==> src/rtl/multicycle_ctrl.sv <==
// Multicycle CPU control FSM: IDLE/INIT/FETCH/DECODE/OPREAD/EXEC/MEM/WB/HALT, registered Moore strobes.
// Latency: 1 cycle per state, EXEC MULDIV_LAT cycles for mul/div/mod; MEM waits on memAck.
// Optional retired-instruction counter when MULTICYCLE_CTRL_PERF_EN is defined.
module multicycle_ctrl #(
   parameter int OPC_W      = 5,
   parameter int MULDIV_LAT = 4
) (
   input  logic             clk,
   input  logic             rstN,
   input  logic             start,
   input  logic [OPC_W-1:0] opcode,
   input  logic             flagE,
   input  logic             flagGt,
   input  logic             memAck,
   output logic             memReq,
   output logic             isLd,
   output logic             isSt,
   output logic             ldInst,
   output logic             ldNPC,
   output logic             ldDecodeInst,
   output logic             ldRegOutputData,
   output logic             ldResult,
   output logic             ldPC,
   output logic             wrFlag,
   output logic             isRegWriteback,
   output logic             rstRegFile,
   output logic             clrAll,
   output logic [2:0]       aluSel,
   output logic             isBranchTaken,
   output logic             isCall,
   output logic             isRet,
   output logic             busy,
   output logic             illegalOp
`ifdef MULTICYCLE_CTRL_PERF_EN
   ,
   output logic [31:0]      retired
`endif
);

   typedef enum logic [3:0] {
      S_IDLE, S_INIT, S_FETCH, S_DECODE, S_OPREAD, S_EXEC, S_MEM, S_WB, S_HALT
   } state_t;

   localparam logic [3:0] MD_INIT = 4'(MULDIV_LAT - 1);

   state_t     state;
   logic [4:0] opc_q;
   logic [3:0] cnt;
   logic       opc_legal;

   // Full-width compare so any set upper bit makes the opcode illegal.
   assign opc_legal = (opcode < OPC_W'(21)) && (opcode != OPC_W'(13));

   function automatic logic [2:0] alu_of(input logic [4:0] op);
      case (op)
         5'd2:              alu_of = 3'd1;
         5'd3, 5'd4:        alu_of = 3'd2;
         5'd9:              alu_of = 3'd3;
         5'd6, 5'd7, 5'd8:  alu_of = 3'd4;
         5'd10, 5'd11, 5'd12: alu_of = 3'd5;
         default:           alu_of = 3'd0;
      endcase
   endfunction

   function automatic logic is_muldiv(input logic [4:0] op);
      is_muldiv = (op inside {5'd2, 5'd3, 5'd4});
   endfunction

   function automatic logic is_rwb(input logic [4:0] op);
      is_rwb = (op inside {[5'd0:5'd4], [5'd6:5'd12], 5'd14});
   endfunction

   function automatic logic br_taken(input logic [4:0] op, input logic fe, input logic fg);
      br_taken = (op inside {5'd18, 5'd19, 5'd20}) || (op == 5'd16 && fe) || (op == 5'd17 && fg);
   endfunction

   always_ff @(posedge clk or negedge rstN) begin
      if (!rstN) begin
         state           <= S_IDLE;
         opc_q           <= '0;
         cnt             <= '0;
         memReq          <= 1'b0;
         isLd            <= 1'b0;
         isSt            <= 1'b0;
         ldInst          <= 1'b0;
         ldNPC           <= 1'b0;
         ldDecodeInst    <= 1'b0;
         ldRegOutputData <= 1'b0;
         ldResult        <= 1'b0;
         ldPC            <= 1'b0;
         wrFlag          <= 1'b0;
         isRegWriteback  <= 1'b0;
         rstRegFile      <= 1'b0;
         clrAll          <= 1'b0;
         aluSel          <= 3'd0;
         isBranchTaken   <= 1'b0;
         isCall          <= 1'b0;
         isRet           <= 1'b0;
         busy            <= 1'b0;
         illegalOp       <= 1'b0;
      end else begin
         // Single-cycle strobes fall unless the destination state raises them.
         ldInst          <= 1'b0;
         ldNPC           <= 1'b0;
         ldDecodeInst    <= 1'b0;
         ldRegOutputData <= 1'b0;
         ldResult        <= 1'b0;
         ldPC            <= 1'b0;
         wrFlag          <= 1'b0;
         isRegWriteback  <= 1'b0;
         rstRegFile      <= 1'b0;
         clrAll          <= 1'b0;
         isCall          <= 1'b0;
         isRet           <= 1'b0;
         case (state)
            S_IDLE: begin
               if (start) begin
                  state      <= S_INIT;
                  busy       <= 1'b1;
                  rstRegFile <= 1'b1;
                  clrAll     <= 1'b1;
               end
            end
            S_INIT: begin
               state  <= S_FETCH;
               ldInst <= 1'b1;
               ldNPC  <= 1'b1;
            end
            S_FETCH: begin
               state        <= S_DECODE;
               ldDecodeInst <= 1'b1;
            end
            S_DECODE: begin
               if (opc_legal) begin
                  state           <= S_OPREAD;
                  opc_q           <= opcode[4:0];
                  aluSel          <= alu_of(opcode[4:0]);
                  ldRegOutputData <= 1'b1;
               end else begin
                  state     <= S_HALT;
                  illegalOp <= 1'b1;
                  busy      <= 1'b0;
                  aluSel    <= 3'd0;
               end
            end
            S_OPREAD: begin
               state         <= S_EXEC;
               isBranchTaken <= br_taken(opc_q, flagE, flagGt);
               if (is_muldiv(opc_q) && MULDIV_LAT > 1) begin
                  cnt <= MD_INIT;
               end else begin
                  cnt      <= 4'd0;
                  ldResult <= 1'b1;
                  wrFlag   <= (opc_q == 5'd5);
               end
            end
            S_EXEC: begin
               if (cnt != 4'd0) begin
                  cnt <= cnt - 4'd1;
                  if (cnt == 4'd1) begin
                     ldResult <= 1'b1;
                     wrFlag   <= (opc_q == 5'd5);
                  end
               end else if (opc_q == 5'd14 || opc_q == 5'd15) begin
                  state  <= S_MEM;
                  memReq <= 1'b1;
                  isLd   <= (opc_q == 5'd14);
                  isSt   <= (opc_q == 5'd15);
               end else begin
                  state          <= S_WB;
                  ldPC           <= 1'b1;
                  isRegWriteback <= is_rwb(opc_q);
                  isCall         <= (opc_q == 5'd19);
                  isRet          <= (opc_q == 5'd20);
               end
            end
            S_MEM: begin
               if (memAck) begin
                  state          <= S_WB;
                  memReq         <= 1'b0;
                  isLd           <= 1'b0;
                  isSt           <= 1'b0;
                  ldPC           <= 1'b1;
                  isRegWriteback <= is_rwb(opc_q);
               end
            end
            S_WB: begin
               state         <= S_FETCH;
               ldInst        <= 1'b1;
               ldNPC         <= 1'b1;
               isBranchTaken <= 1'b0;
            end
            S_HALT: begin
               state <= S_HALT;
            end
            default: begin
               state <= S_IDLE;
               busy  <= 1'b0;
            end
         endcase
      end
   end

`ifdef MULTICYCLE_CTRL_PERF_EN
   always_ff @(posedge clk or negedge rstN) begin
      if (!rstN) begin
         retired <= 32'd0;
      end else if (state == S_WB) begin
         retired <= retired + 32'd1;
      end
   end
`endif

endmodule

==> config.mk <==
export PLATFORM = sky130hd
export DESIGN_NAME = multicycle_ctrl
export DESIGN_NICKNAME = d
export VERILOG_FILES = /design/src/rtl/multicycle_ctrl.sv
export SDC_FILE = /design/constraint.sdc
export NUM_CORES = 1
export LEC_CHECK = 0
export BUFFER_PORTS_ARGS = -buffer_cell sky130_fd_sc_hd__buf_2
export CORE_MARGIN = 2
export CORE_UTILIZATION = 50
export DETAILED_ROUTE_END_ITERATION = 6
export PLACE_DENSITY = 0.83
export SYNTH_ARGS = -nofsm -noshare
export SYNTH_HDL_FRONTEND = slang
export SYNTH_SLANG_ARGS = --single-unit
==> constraint.sdc <==
create_clock -name clk -period 1.5 [get_ports clk]
set_input_delay 0.45 -clock clk [delete_from_list [all_inputs] [get_ports clk]]
set_output_delay 0.45 -clock clk [all_outputs]
set_load 0.1 [all_outputs]
# ---- Word-level counts from Yosys, hierarchy flattened
# Memories as Yosys holds them, arrays and structs flattened.
# Cells that the tools add are included.
dict set report word_totals {
  register_bits 32
  rom_bits 48
  inputBits 11
  out_inout_bits 21
  word_cells 133
  memories 1
}
# name words width read_ports rd_clocked_by_memory_dff wr line_no
set mem_list {}
lappend mem_list {{(name not given)} 16 3 1 0 0 55} ;# case (op)
dict set report op_classes {
  addsub 1
  n_lt_le_gt_ge 5
  eq_ne 27
  n_mux 53
  bitwise 2
  n_reduce_logical 24
}
# cell count
set ops {}
lappend ops {{$mux W1} 34}
lappend ops {{$pmux W4 S8} 1}
lappend ops {{$eq A5 B5 Y1 const B} 5}
lappend ops {{$mux W4} 5}
lappend ops {{$eq A4 B3 Y1 const B} 4}
lappend ops {{$pmux W1 S2} 8}
lappend ops {{$ne A2 B2 Y1 const B} 6}
lappend ops {{$eq A5 B2 Y1 const B} 2}
lappend ops {{$eq A5 B3 Y1 const B} 2}
lappend ops {{$eq A5 B4 Y1 const B} 2}
lappend ops {{$reduce_bool A3 Y1} 3}
lappend ops {{$eq A4 B1 Y1 const B} 2}
lappend ops {{$eq A4 B2 Y1 const B} 2}
lappend ops {{$pmux W4 S2} 1}
lappend ops {{$reduce_or A7 Y1} 1}
lappend ops {{$mux W3} 2}
lappend ops {{$reduce_and A2 Y1} 3}
lappend ops {{$reduce_and A3 Y1} 2}
lappend ops {{$reduce_bool A2 Y1} 3}
lappend ops {{$ge A5 B1 Y1 const B} 1}
lappend ops {{$ge A5 B3 Y1 const B} 1}
lappend ops {{$le A5 B3 Y1 const B} 1}
lappend ops {{$le A5 B4 Y1 const B} 1}
lappend ops {{$logic_and A1 B1 Y1} 5}
lappend ops {{other kinds (12)} 15}

# ---- Depth between registers and ports, before layout
# Gate-level depths: netlist (run 1).
dict set report depth {
  ltp_word 6
  mapped_depth 6
  mapped_depth_nobuf 6
}

# ---- Worst setup path after synthesis (run 1)
# No wires, ideal clock.
dict set report synth_path {
  path_type {flip-flop to output port}
  from {register ldNPC}
  to {output ldNPC}
  arrival_ps 1324
  t_required_ps 1050
  path_slack_ps -274
  path_stages_with_launch 2
  path_buffers 1
  cell_sequence {dfrtp_1 > buf_4}
}
# item line_no
set synth_lines {}
lappend synth_lines {{start: declaration} 19} ;# output logic ldNPC,
lappend synth_lines {{start signal: assignment} 86} ;# ldNPC <= 1'b0;
lappend synth_lines {{start signal: assignment} 104} ;# ldNPC <= 1'b0;
lappend synth_lines {{start signal: assignment} 127} ;# ldNPC <= 1'b1;
# No word-level cell between the ends.

# ---- Worst setup path after layout (run 1)
dict set report layout_path {
  from {register cnt[0]}
  to {register cnt[1]}
}
dict set report layout_between {
  elab_chain_cells 3
  elab_cells_between_ends 6
  classes_between {1 x add/sub; 1 x eq/ne; 2 x mux; 2 x reduce/logical}
}
# item line_no
set layout_lines {}
lappend layout_lines {{start: declaration} 48} ;# logic [3:0] cnt;
lappend layout_lines {{start signal: assignment} 159} ;# cnt <= cnt - 4'd1;
lappend layout_lines {{$sub A4 B1 Y4 / $reduce_bool A4 Y1 (equally long branches)} {159, 158}}
lappend layout_lines {{$mux W4 / $ne A2 B2 Y1 (equally long branches)} --}
lappend layout_lines {{$pmux W4 S2 / $reduce_and A2 Y1 (equally long branches)} --}
# Parallel ways exist; a longest one is shown, timed or not. The select of a mux whose other input is x is not followed.
# A chain may end at the register's enable or synchronous reset.

==> results of run 1 <==
final cells by class:
| class | instances | area share |
|---|---|---|
| clock inverters | 2 | 0.0122 |
| repair buffers | 82 | 0.299 |
| multi-input cells | 117 | 0.360 |
| flip-flops and latches | 32 | 0.281 |
| inverters | 10 | 0.0130 |
| clock buffers | 6 | 0.0144 |
| well taps | 46 | 0.0200 |
layout by cell type (no fill, tap or decap), types with 6 or more instances in the layout:
master,Yosys,routed
mux2_4,4,7
nand2_1,9,9
buf_4,2,49
a21oi_1,9,8
dfrtp_1,32,26
nor2_1,10,8
buf_12,0,21
inv_1,10,8
dfrtp_2,0,6
buf_2,3,10
critical path, cell delays in order (launching register included):
cell and delay (ns):
dfrtp_1 0.41, inv_2 0.10, ha_4 0.14, nor3b_4 0.26, buf_4 0.17, buf_6 0.11, nor2_2 0.06, o311a_1 0.33
how the worst min path moves through the flow:
stage               depth (start not counted)                      to  from
global placement                            1  ldDecodeInst$_DFF_PN0_  rstN
floorplan                                   0   aluSel[0]$_DFFE_PN0N_  rstN
global route                                1      cnt[2]$_DFFE_PN0P_  rstN
CTS                                         1   illegalOp$_DFFE_PN0P_  rstN
finish                                      1   aluSel[2]$_DFFE_PN0N_  rstN
detailed placement                          1  ldDecodeInst$_DFF_PN0_  rstN
what timing repair did:
| action | CTS | global route |
|---|---|---|
| buffers inserted | 4 | 7 |
| resized for setup | 14 | 19 |
| endpoints found under the setup margin | 15 | 24 |
| hold endpoints to repair | 0 | 0 |
| pin swaps | 5 | 8 |
logic make-up (layout without fill, tap and decap cells):
| kind of cell | count (synthesis) | count (layout) | synth area share |
|---|---|---|---|
| adders and majority gates | 3 | 3 | 0.0208 |
| xor gates and xnor gates | 1 | 1 | 0.00485 |
| muxes | 10 | 10 | 0.0685 |
| buffers and inverters | 18 | 100 | 0.0574 |
| and+or+nand+nor | 62 | 62 | 0.224 |
| AOI/OAI and AO/OA | 41 | 41 | 0.181 |
| DFF | 32 | 32 | 0.443 |
power by group through the flow:
stage / Combinational (mW) / Clock (mW) / Sequential [mW]
after floorplan: 1.48 / 0 / 2.42
final: 4.49 / 0.654 / 1.60
after global routing: 4.66 / 0.688 / 1.63
after CTS: 4.12 / 0.654 / 1.56
after detailed placement: 3.98 / 0 / 1.55
after global placement: 3.85 / 0 / 1.54
metrics by stage:
step / setup WS, ns / TNS (ns) / hold WS (ns)
final: -0.203 / -1.92 / 0.0247
after global routing: -0.238 / -2.46 / 0.0355
after CTS: -0.137 / -0.601 / 0.0330
after detailed placement: -0.226 / -1.38 / 0.405
after global placement: -0.0840 / -0.464 / 0.401
after floorplan: -0.156 / -0.587 / 0.154
Yosys cell counts, types with 2 or more instances:
| master | instances | area [µm²] |
|---|---|---|
| nand3_1 | 6 | 30.0 |
| buf_4 | 2 | 15.0 |
| dfrtp_1 | 32 | 801 |
| nor4_1 | 2 | 12.5 |
| nor3_1 | 2 | 10.0 |
| o22ai_1 | 2 | 12.5 |
| a21oi_1 | 9 | 45.0 |
| o21ai_4 | 2 | 32.5 |
| and2_1 | 2 | 12.5 |
| mux2_2 | 3 | 33.8 |
| buf_2 | 3 | 15.0 |
| mux2_4 | 4 | 60.1 |
| nor2b_1 | 4 | 25.0 |
| nor2_1 | 10 | 37.5 |
| a22o_1 | 2 | 17.5 |
| nand3b_1 | 2 | 15.0 |
| nand2_1 | 9 | 33.8 |
| inv_1 | 10 | 37.5 |
| mux2i_1 | 3 | 30.0 |
| ha_1 | 3 | 37.5 |
| buf_6 | 2 | 22.5 |
| and3_1 | 4 | 25.0 |
| nand2b_1 | 3 | 18.8 |
| nand4b_1 | 2 | 17.5 |
| o21ai_0 | 5 | 25.0 |
state kept, by name (all words and copies together) (netlist names), 3 cells and up:
register	cells
cnt	4
opc_q	5
aluSel	3
state	4
routing by layer:
layer	part of all wire	vias to the layer above	GRT usage
met3	0.062	21	0.0511
met1	0.38	858	0.313
met5	0	-	0
li1	-	771	-
met4	0.030	0	0.141
met2	0.53	75	0.464
==> results by group, run 1 <==
Run status
  • Status: finished with violations
  • Failing checks: negative setup slack

Floorplanning
  • Chip width: 64.1 µm
  • Die height: 64.1 µm
  • Starting Density: 0.529
  • Die area: 4110 µm²
  • Ports: 32
  • CORE AREA: 3420 µm²
  • Rows: 21

STA
  • Min Tclk post-route: 1.70 ns
  • Hold Fails Final Rpt: 0
  • RSZ-0062 raised after global routing: yes
  • Final setup fails: 14
  • Count of pins over their slew limit: 0
  • Final Worst Setup Slack: -0.203 ns
  • Actual slew at the worst max-slew pin: 0.419 ns
  • Worst Skew: 0.00851 ns
  • Slew margin rel.: 0.721
  • Fmax: 587 MHz
  • Tcrit/Tclk final: 1.14

Yosys
  • Syn_nets: 181
  • Mean Syn Cell Area: 10.8 µm²
  • Cells after synthesis: 167
  • Synth Warn #: 0
  • Post-synth top flop: dfrtp_1
  • Seq/Total Area, Yosys: 0.443
  • EDFF count, synth: 0
  • Syn Std Cell Area: 1810 µm²
  • Post-synth cell types: 64
  • Seq cells post-synth: 32
  • Synth async-reset ratio: 1.00

Setup path
  • CP Data Arrival Time: 1.93 ns
  • Register-to-register setup slack: -0.20 ns
  • Worst Setup SP: cnt[0]$_DFFE_PN0P_
  • Worst setup SP type: flop
  • CP Capture Type: flop
  • Worst path required time: 1.73 ns
  • Crit Path Class: reg -> reg
  • Crit-path max FO: 4
  • R2R cell count: 7
  • Crit path to: cnt[1]$_DFFE_PN0P_
  • RR Startpoint: cnt[0]$_DFFE_PN0P_
  • FF-to-FF End: cnt[1]$_DFFE_PN0P_

Pwr
  • Net Sw Power: 3.24 mW
  • P per Cell Area: 2340 nW/µm²
  • Switching part of the total: 0.480
  • Internal: 3.51 mW
  • Power share of the sequential group: 0.237
  • Tot Pwr: 6.74 mW
  • Pleak: 1.34 nW
  • Comb pwr share: 0.666
  • Worst VDD drop: 0.00210 V
  • Clk pwr share: 0.097

Cells and area
  • Final instance area: 2880 µm²
  • Filler cells: 173
  • Area of the multi-input gates: 1040 µm²
  • Sequential cell area: 808 µm²
  • Area grow syn2layout: 59.1%
  • Ant diodes: 0
  • Util after Layout: 0.842
  • Fin cells: 295
  • Post-layout nets: 262
  • Layout cells sized above 1: 0.534

Drt
  • DR iter-0 viols: 167
  • WL/cell: 18.7 µm
  • First-pass DRT Iterations: 4
  • WL final: 5.51 mm
  • ANT nets after route: 0
  • Vias/cell: 5.85
  • Vias: 1725
  • Number of remaining DRC errors: 0

Job
  • Max-cap violations: 0

GRT
  • Total global-route track usage: 0.268
  • Largest net degree at the start of global routing: 19
  • Antenna violations before repair: 0
  • GRT overflow: 0
  • Vias in the first global route: 1787
  • First-pass GRT wire length: 8.38 mm

Clocking
  • CTS tree: yes
  • Clock slew at reported path FFs: 0.10 ns
  • Num CTS Buffers: 5
  • CTS max path bufs: 2
  • Clock root cell: clkbuf_4
  • Num Clock Sinks: 32
  • H-tree levels: 2
  • Clk_lat worst skew: 0.34 ns
  • Hold buffer count at CTS: 0

Placed design
  • IO Port Bufs: 31
  • Placed cells: 280
  • Placed Area: 2610 µm²
  • GPL Wtd Cong: 0.869
  • DP HPWL: 3.61 mm

Worst hold path
  • Hold WC Path Type: in -> async
Note: power is estimated with default switching activity, not from simulation.
==> inputs of run 2 (changes only) <==
--- a/config.mk
+++ b/config.mk
@@ -6,8 +6,10 @@
 export NUM_CORES = 1
 export LEC_CHECK = 0
 export BUFFER_PORTS_ARGS = -buffer_cell sky130_fd_sc_hd__buf_2
+export CELL_PAD_IN_SITES_DETAIL_PLACEMENT = 0
+export CELL_PAD_IN_SITES_GLOBAL_PLACEMENT = 2
 export CORE_MARGIN = 2
-export CORE_UTILIZATION = 50
+export CORE_UTILIZATION = 32
 export DETAILED_ROUTE_END_ITERATION = 6
 export PLACE_DENSITY = 0.83
 export SYNTH_ARGS = -nofsm -noshare
==> run 2 against run 1 <==
The flow still finishes with violations (negative setup slack). Fmax grew 4.0%. Power barely moved. Clock power is 5.7% higher. Critical path type unchanged. Via count shrank 7.9%. Register-to-register slack improved by 0.07 ns. Worst setup slack better by 0.065 ns. Highest routed layer unchanged. Global-route usage decreased by 11 points. First-iteration DRC count is 73% lower.
==> results by group, run 2 (synthesis gave the netlist of run 1 again) <==
STA
  • Fmax: 611 MHz
  • Min Tclk post-route: 1.64 ns
  • RSZ-0062 raised after global routing: yes
  • Count of pins over their slew limit: 0
  • Worst Skew: 0.00594 ns
  • Hold Fails Final Rpt: 0
  • Slew margin rel.: 0.681
  • Final Worst Setup Slack: -0.138 ns
  • Setup TNS: -0.956 ns
  • Tcrit/Tclk final: 1.09
  • Final setup fails: 12
  • Actual slew at the worst max-slew pin: 0.483 ns

Floorplanning
  • Die area: 6270 µm²
  • Die height: 79.2 µm
  • Ports: 32
  • CORE AREA: 5470 µm²
  • Rows: 27
  • Chip width: 79.2 µm
  • Starting Density: 0.330

GRT
  • Vias in the first global route: 1571
  • GR Util met1: 0.192
  • Largest net degree at the start of global routing: 20
  • GR peak layer: met2
  • Total global-route track usage: 0.153
  • Global Route met3 Usage: 0.0216
  • M2 GR Usage: 0.253
  • Antenna violations before repair: 0
  • GRT overflow: 0
  • First-pass GRT wire length: 7.38 mm

Setup path
  • Worst path required time: 1.67 ns
  • RR Startpoint: cnt[1]$_DFFE_PN0P_
  • R2R cell count: 6
  • Register-to-register setup slack: -0.14 ns
  • CP Data Arrival Time: 1.80 ns
  • Crit-path max FO: 4
  • FF-to-FF End: memReq$_DFFE_PN0P_
  • Worst setup SP type: flop
  • Crit Path Class: reg -> reg
  • CP Capture Type: flop

Job
  • Max-cap violations: 0

Drt
  • First-pass DRT Iterations: 4
  • Vias/cell: 4.83
  • WL final: 4.59 mm
  • WL/cell: 13.9 µm
  • ANT nets after route: 0
  • Number of remaining DRC errors: 0
  • DR iter-0 viols: 45
  • Vias: 1589

Run status
  • Failing checks: negative setup slack
  • Status: finished with violations

Clocking
  • CTS tree: yes
  • Clk_lat worst skew: 0.28 ns
  • Clock slew at reported path FFs: 0.07 ns
  • H-tree levels: 2
  • CTS max path bufs: 2
  • Clock root cell: clkbuf_8
  • Num Clock Sinks: 32
  • Num CTS Buffers: 5

Cells and area
  • Ant diodes: 0
  • Post-layout nets: 270
  • Commonest non-fill, non-tap cells in the layout: 55 x buf_4, 25 x dfrtp_1, 19 x buf_12
  • Max reg flops: 5
  • Reg with most FFs: opc_q
  • Commonest non-fill, non-tap cell in the layout: buf_4
  • Area grow syn2layout: 65.1%
  • Layout cells sized above 1: 0.564
  • Filler cells: 485
  • Biggest regs: opc_q: 5 flops, cnt: 4 flops, state: 4 flops

Worst hold path
  • Hold WC Path Type: in -> async

Pwr
  • Worst VDD drop: 0.00137 V
  • P per Cell Area: 2260 nW/µm²
  • Pleak: 1.39 nW

Placed design
  • DP HPWL: 3.34 mm
  • Pre-CTS setup slack: -0.198 ns
  • IO Port Bufs: 31
  • GPL Wtd Cong: 0.823
[run 2: changes by cell type in the layout (fill, tap and decap cells not counted), moves of 2 or more]
cell / previous run / this run
buf_4: 49 / 55
clkbuf_8: 0 / 6
clkbuf_4: 5 / 1
buf_12: 21 / 19
buf_2: 10 / 12
[run 2: through the flow]
stage | cells | utilization | hold WS [ns] | instance area [µm²] | power [mW]
floorplan | 167 | - | 0.154 | 1810 | 3.90
global placement | 310 | 0.482 | 0.391 | 2640 | 5.46
detailed placement | 310 | 0.482 | 0.393 | 2640 | 5.50
CTS | 320 | 0.509 | 0.0826 | 2790 | 6.34
global route | 329 | 0.545 | 0.0920 | 2990 | 7.10
finish | 329 | 0.545 | 0.0807 | 2990 | 6.74
[run 2: repair_timing]
action,CTS,global route
buffers inserted,3,9
hold buffers,0,0
resized for setup,11,29
pin swaps,5,14
endpoints found under the setup margin,11,23
[run 2: how the worst max path moves through the flow]
stage,startpoint,to,slack [ns]
final,cnt[1]$_DFFE_PN0P_,memReq$_DFFE_PN0P_,-0.14
after detailed placement,cnt[0]$_DFFE_PN0P_,memReq$_DFFE_PN0P_,-0.20
after global placement,cnt[1]$_DFFE_PN0P_,memReq$_DFFE_PN0P_,-0.14
after floorplan,cnt[0]$_DFFE_PN0P_,isLd$_DFFE_PN0P_,-0.16
after global routing,cnt[1]$_DFFE_PN0P_,isSt$_DFFE_PN0P_,-0.21
after CTS,cnt[0]$_DFFE_PN0P_,memReq$_DFFE_PN0P_,-0.15
[run 2: where the power goes]
part           total [mW]  internal, mW  switching (mW)
Sequential           1.53          1.18           0.354
Combinational        4.52          2.08            2.44
Clock               0.691         0.366           0.326
[run 2: critical path: stages (launching register included)]
cell	delay [ns]
dfrtp_1	0.39
inv_2	0.09
ha_4	0.13
nor3b_4	0.25
nand3_2	0.14
a21oi_4	0.20
mux2_4	0.32
[run 2: area by class of cell]
type	instances	area [µm²]	share of cell area
Multi-Input combinational cell	117	1060	0.355
Clock buffer	6	82.6	0.0277
Tap cell	72	90.1	0.0302
Clock inverter	2	10.0	0.00335
Timing Repair Buffer	90	895	0.300
Inverter	10	37.5	0.0126
Sequential cell	32	810	0.271
[run 2: per-layer routing]
layer	vias to the layer above	share of wire	routed length, µm
li1	787	-	-
met1	760	0.44	2010
met2	32	0.51	2320
met3	10	0.027	126
met4	0	0.027	124
met5	-	0	0
==> inputs of run 3 (changes only) <==
--- a/config.mk
+++ b/config.mk
@@ -12,6 +12,7 @@
 export CORE_UTILIZATION = 32
 export DETAILED_ROUTE_END_ITERATION = 6
 export PLACE_DENSITY = 0.83
+export REMOVE_ABC_BUFFERS = 1
 export SYNTH_ARGS = -nofsm -noshare
 export SYNTH_HDL_FRONTEND = slang
 export SYNTH_SLANG_ARGS = --single-unit
==> constraint.sdc (replaced) <==
create_clock -name clk -period 1.5 [get_ports clk]
set_input_delay 0.45 -clock clk [delete_from_list [all_inputs] [get_ports clk]]
set_output_delay 0.45 -clock clk [all_outputs]
set_load 0.05 [all_outputs]
==> run 3 against run 2 <==
The run still ends with negative setup slack left. Flip-flop and latch count is the same. Combinational power down 26%. Fmax down 1.1%. Sequential power is 7% lower. Final area decreased by 10%. Critical path type unchanged. Critical endpoint is now isLd$_DFFE_PN0P_. Largest power group unchanged. Highest routed layer unchanged.
==> results by group, run 3 (synthesis gave the netlist of run 1 again) <==
Run status
  • Status: finished with violations
  • Failing checks: negative setup slack

STA
  • Min Tclk post-route: 1.66 ns
  • Slew margin rel.: 0.730
  • Count of pins over their slew limit: 0
  • Fmax: 604 MHz
  • Final Worst Setup Slack: -0.156 ns
  • Final setup fails: 8
  • Actual slew at the worst max-slew pin: 0.405 ns
  • Tcrit/Tclk final: 1.10
  • RSZ-0062 raised after global routing: yes
  • Worst Skew: 0.00588 ns
  • Hold Fails Final Rpt: 0

Floorplanning
  • Starting Density: 0.330
  • Rows: 27
  • Ports: 32
  • Die height: 79.2 µm
  • Chip width: 79.2 µm
  • Die area: 6270 µm²
  • CORE AREA: 5470 µm²

Cells and area
  • Util after Layout: 0.490
  • Reg with most FFs: opc_q
  • Layout cells sized above 1: 0.536
  • Commonest non-fill, non-tap cell in the layout: buf_4
  • Biggest regs: opc_q: 5 flops, cnt: 4 flops, state: 4 flops
  • Post-layout nets: 265
  • Max reg flops: 5
  • Area grow syn2layout: 48.4%
  • Ant diodes: 0
  • Commonest non-fill, non-tap cells in the layout: 51 x buf_4, 31 x buf_2, 30 x dfrtp_1

GRT
  • Antenna violations before repair: 0
  • GR peak layer: met2
  • First-pass GRT wire length: 7.32 mm
  • Largest net degree at the start of global routing: 33
  • Vias in the first global route: 1567
  • GR Util met1: 0.192
  • GRT overflow: 0
  • Global Route met3 Usage: 0.0318
  • M2 GR Usage: 0.242
  • Total global-route track usage: 0.147

Pwr
  • Pleak: 1.30 nW
  • Net Sw Power: 2.36 mW
  • Worst VDD drop: 0.000887 V
  • Power share of the sequential group: 0.253
  • Internal: 3.23 mW
  • P per Cell Area: 2090 nW/µm²
  • Clk pwr share: 0.145
  • Tot Pwr: 5.59 mW
  • Switching part of the total: 0.422
  • Comb pwr share: 0.601

Drt
  • DR iter-0 viols: 41
  • Vias: 1545
  • First-pass DRT Iterations: 4
  • WL final: 4.24 mm
  • Vias/cell: 4.77
  • Number of remaining DRC errors: 0
  • WL/cell: 13.1 µm
  • ANT nets after route: 0

Clocking
  • Clock root cell: clkbuf_8
  • CTS max path bufs: 2
  • Clock slew at reported path FFs: 0.07 ns
  • CTS tree: yes
  • H-tree levels: 2
  • Clk_lat worst skew: 0.28 ns
  • Num Clock Sinks: 32
  • Num CTS Buffers: 5

Setup path
  • Crit Path Class: reg -> reg
  • Worst setup SP type: flop
  • Worst Setup SP: cnt[1]$_DFFE_PN0P_
  • Worst-path cell chain: inv_2 -> ha_4 -> nor3b_4 -> nand3_2 -> a21oi_4 -> mux2_4
  • Worst path required time: 1.67 ns
  • CP Capture Type: flop
  • Crit-path max FO: 4
  • Slowest cell delay on critical path: 0.38 ns
  • Slowest cell on crit path: dfrtp_1
  • RR Startpoint: cnt[1]$_DFFE_PN0P_
  • CP Data Arrival Time: 1.82 ns

Placed design
  • GPL Wtd Cong: 0.838
  • IO Port Bufs: 31
  • DP HPWL: 3.11 mm

Worst hold path
  • Hold WC Path Type: in -> async

Job
  • Max-cap violations: 0
[run 3: cell types whose count changed in the layout (fill, tap and decap cells not counted), sizes merged]
cell	before	now
buf	89	85
clkbuf	7	6
clkinv	2	1
bufinv	0	1
[run 3: critical path, delay by kind of cell (launching register included)]
family / cells / cell delay (ns)
and+or+nand+nor: 2 / 0.40
adders and majority gates: 1 / 0.13
AOI/OAI and AO/OA: 1 / 0.23
DFF: 1 / 0.38
buffers and inverters: 1 / 0.08
muxes: 1 / 0.32
[run 3: final timing paths]
path	to	slack [ns]	cells past startpoint
min in group clk	clrAll$_DFF_PN0_	0.43	2
worst min register to register	aluSel[2]$_DFFE_PN0N_	0.48	1
worst min-delay path	cnt[3]$_DFFE_PN0P_	0.18	2
max in group asynchronous	state[2]$_DFFE_PN0P_	1.01	2
worst max register to register	isLd$_DFFE_PN0P_	-0.16	6
worst max-delay path	isLd$_DFFE_PN0P_	-0.16	6
[run 3: layout make-up]
cell class	instances	area [µm²]
Multi-Input combinational cell	117	1070
Clock inverter	2	35.0
Tap cell	72	90.1
Fill cell	536	2790
Clock buffer	6	72.6
Inverter	10	37.5
Sequential cell	32	803
Timing Repair Buffer	85	572
[run 3: through the flow]
| stage | instance area (µm²) | hold slack (ns) | worst slack [ns] | TNS [ns] | instances |
|---|---|---|---|---|---|
| 2_1_floorplan | 1740 | 0.154 | -0.173 | -1.06 | 159 |
| 3_3_place_gp | 2360 | 0.457 | -0.128 | -0.982 | 312 |
| 3_5_place_dp | 2360 | 0.453 | -0.170 | -1.35 | 312 |
| 4_1_cts | 2530 | 0.186 | -0.143 | -0.849 | 321 |
| 5_1_grt | 2680 | 0.217 | -0.232 | -2.20 | 324 |
| 6_report | 2680 | 0.182 | -0.156 | -0.776 | 324 |
[run 3: what timing repair did]
item                                    4_1_cts  5_1_grt
endpoints found under the setup margin       11       23
setup buffers                                 1        4
resized for setup                            14       25
hold buffers                                  0        0
pin swaps                                     3       11
[run 3: metal layers]
metal | share of wire | routed length (µm)
met1 | 0.47 | 1990
met2 | 0.49 | 2060
met3 | 0.033 | 139
met4 | 0.012 | 49
met5 | 0 | 0
[run 3: power by group through the flow]
stage,clock (mW),combinational (mW),sequential [mW]
6_report,0.813,3.36,1.42
5_1_grt,0.888,3.63,1.47
4_1_cts,0.846,3.04,1.41
3_5_place_dp,0,2.93,1.42
3_3_place_gp,0,2.90,1.41
2_1_floorplan,0,1.06,2.09
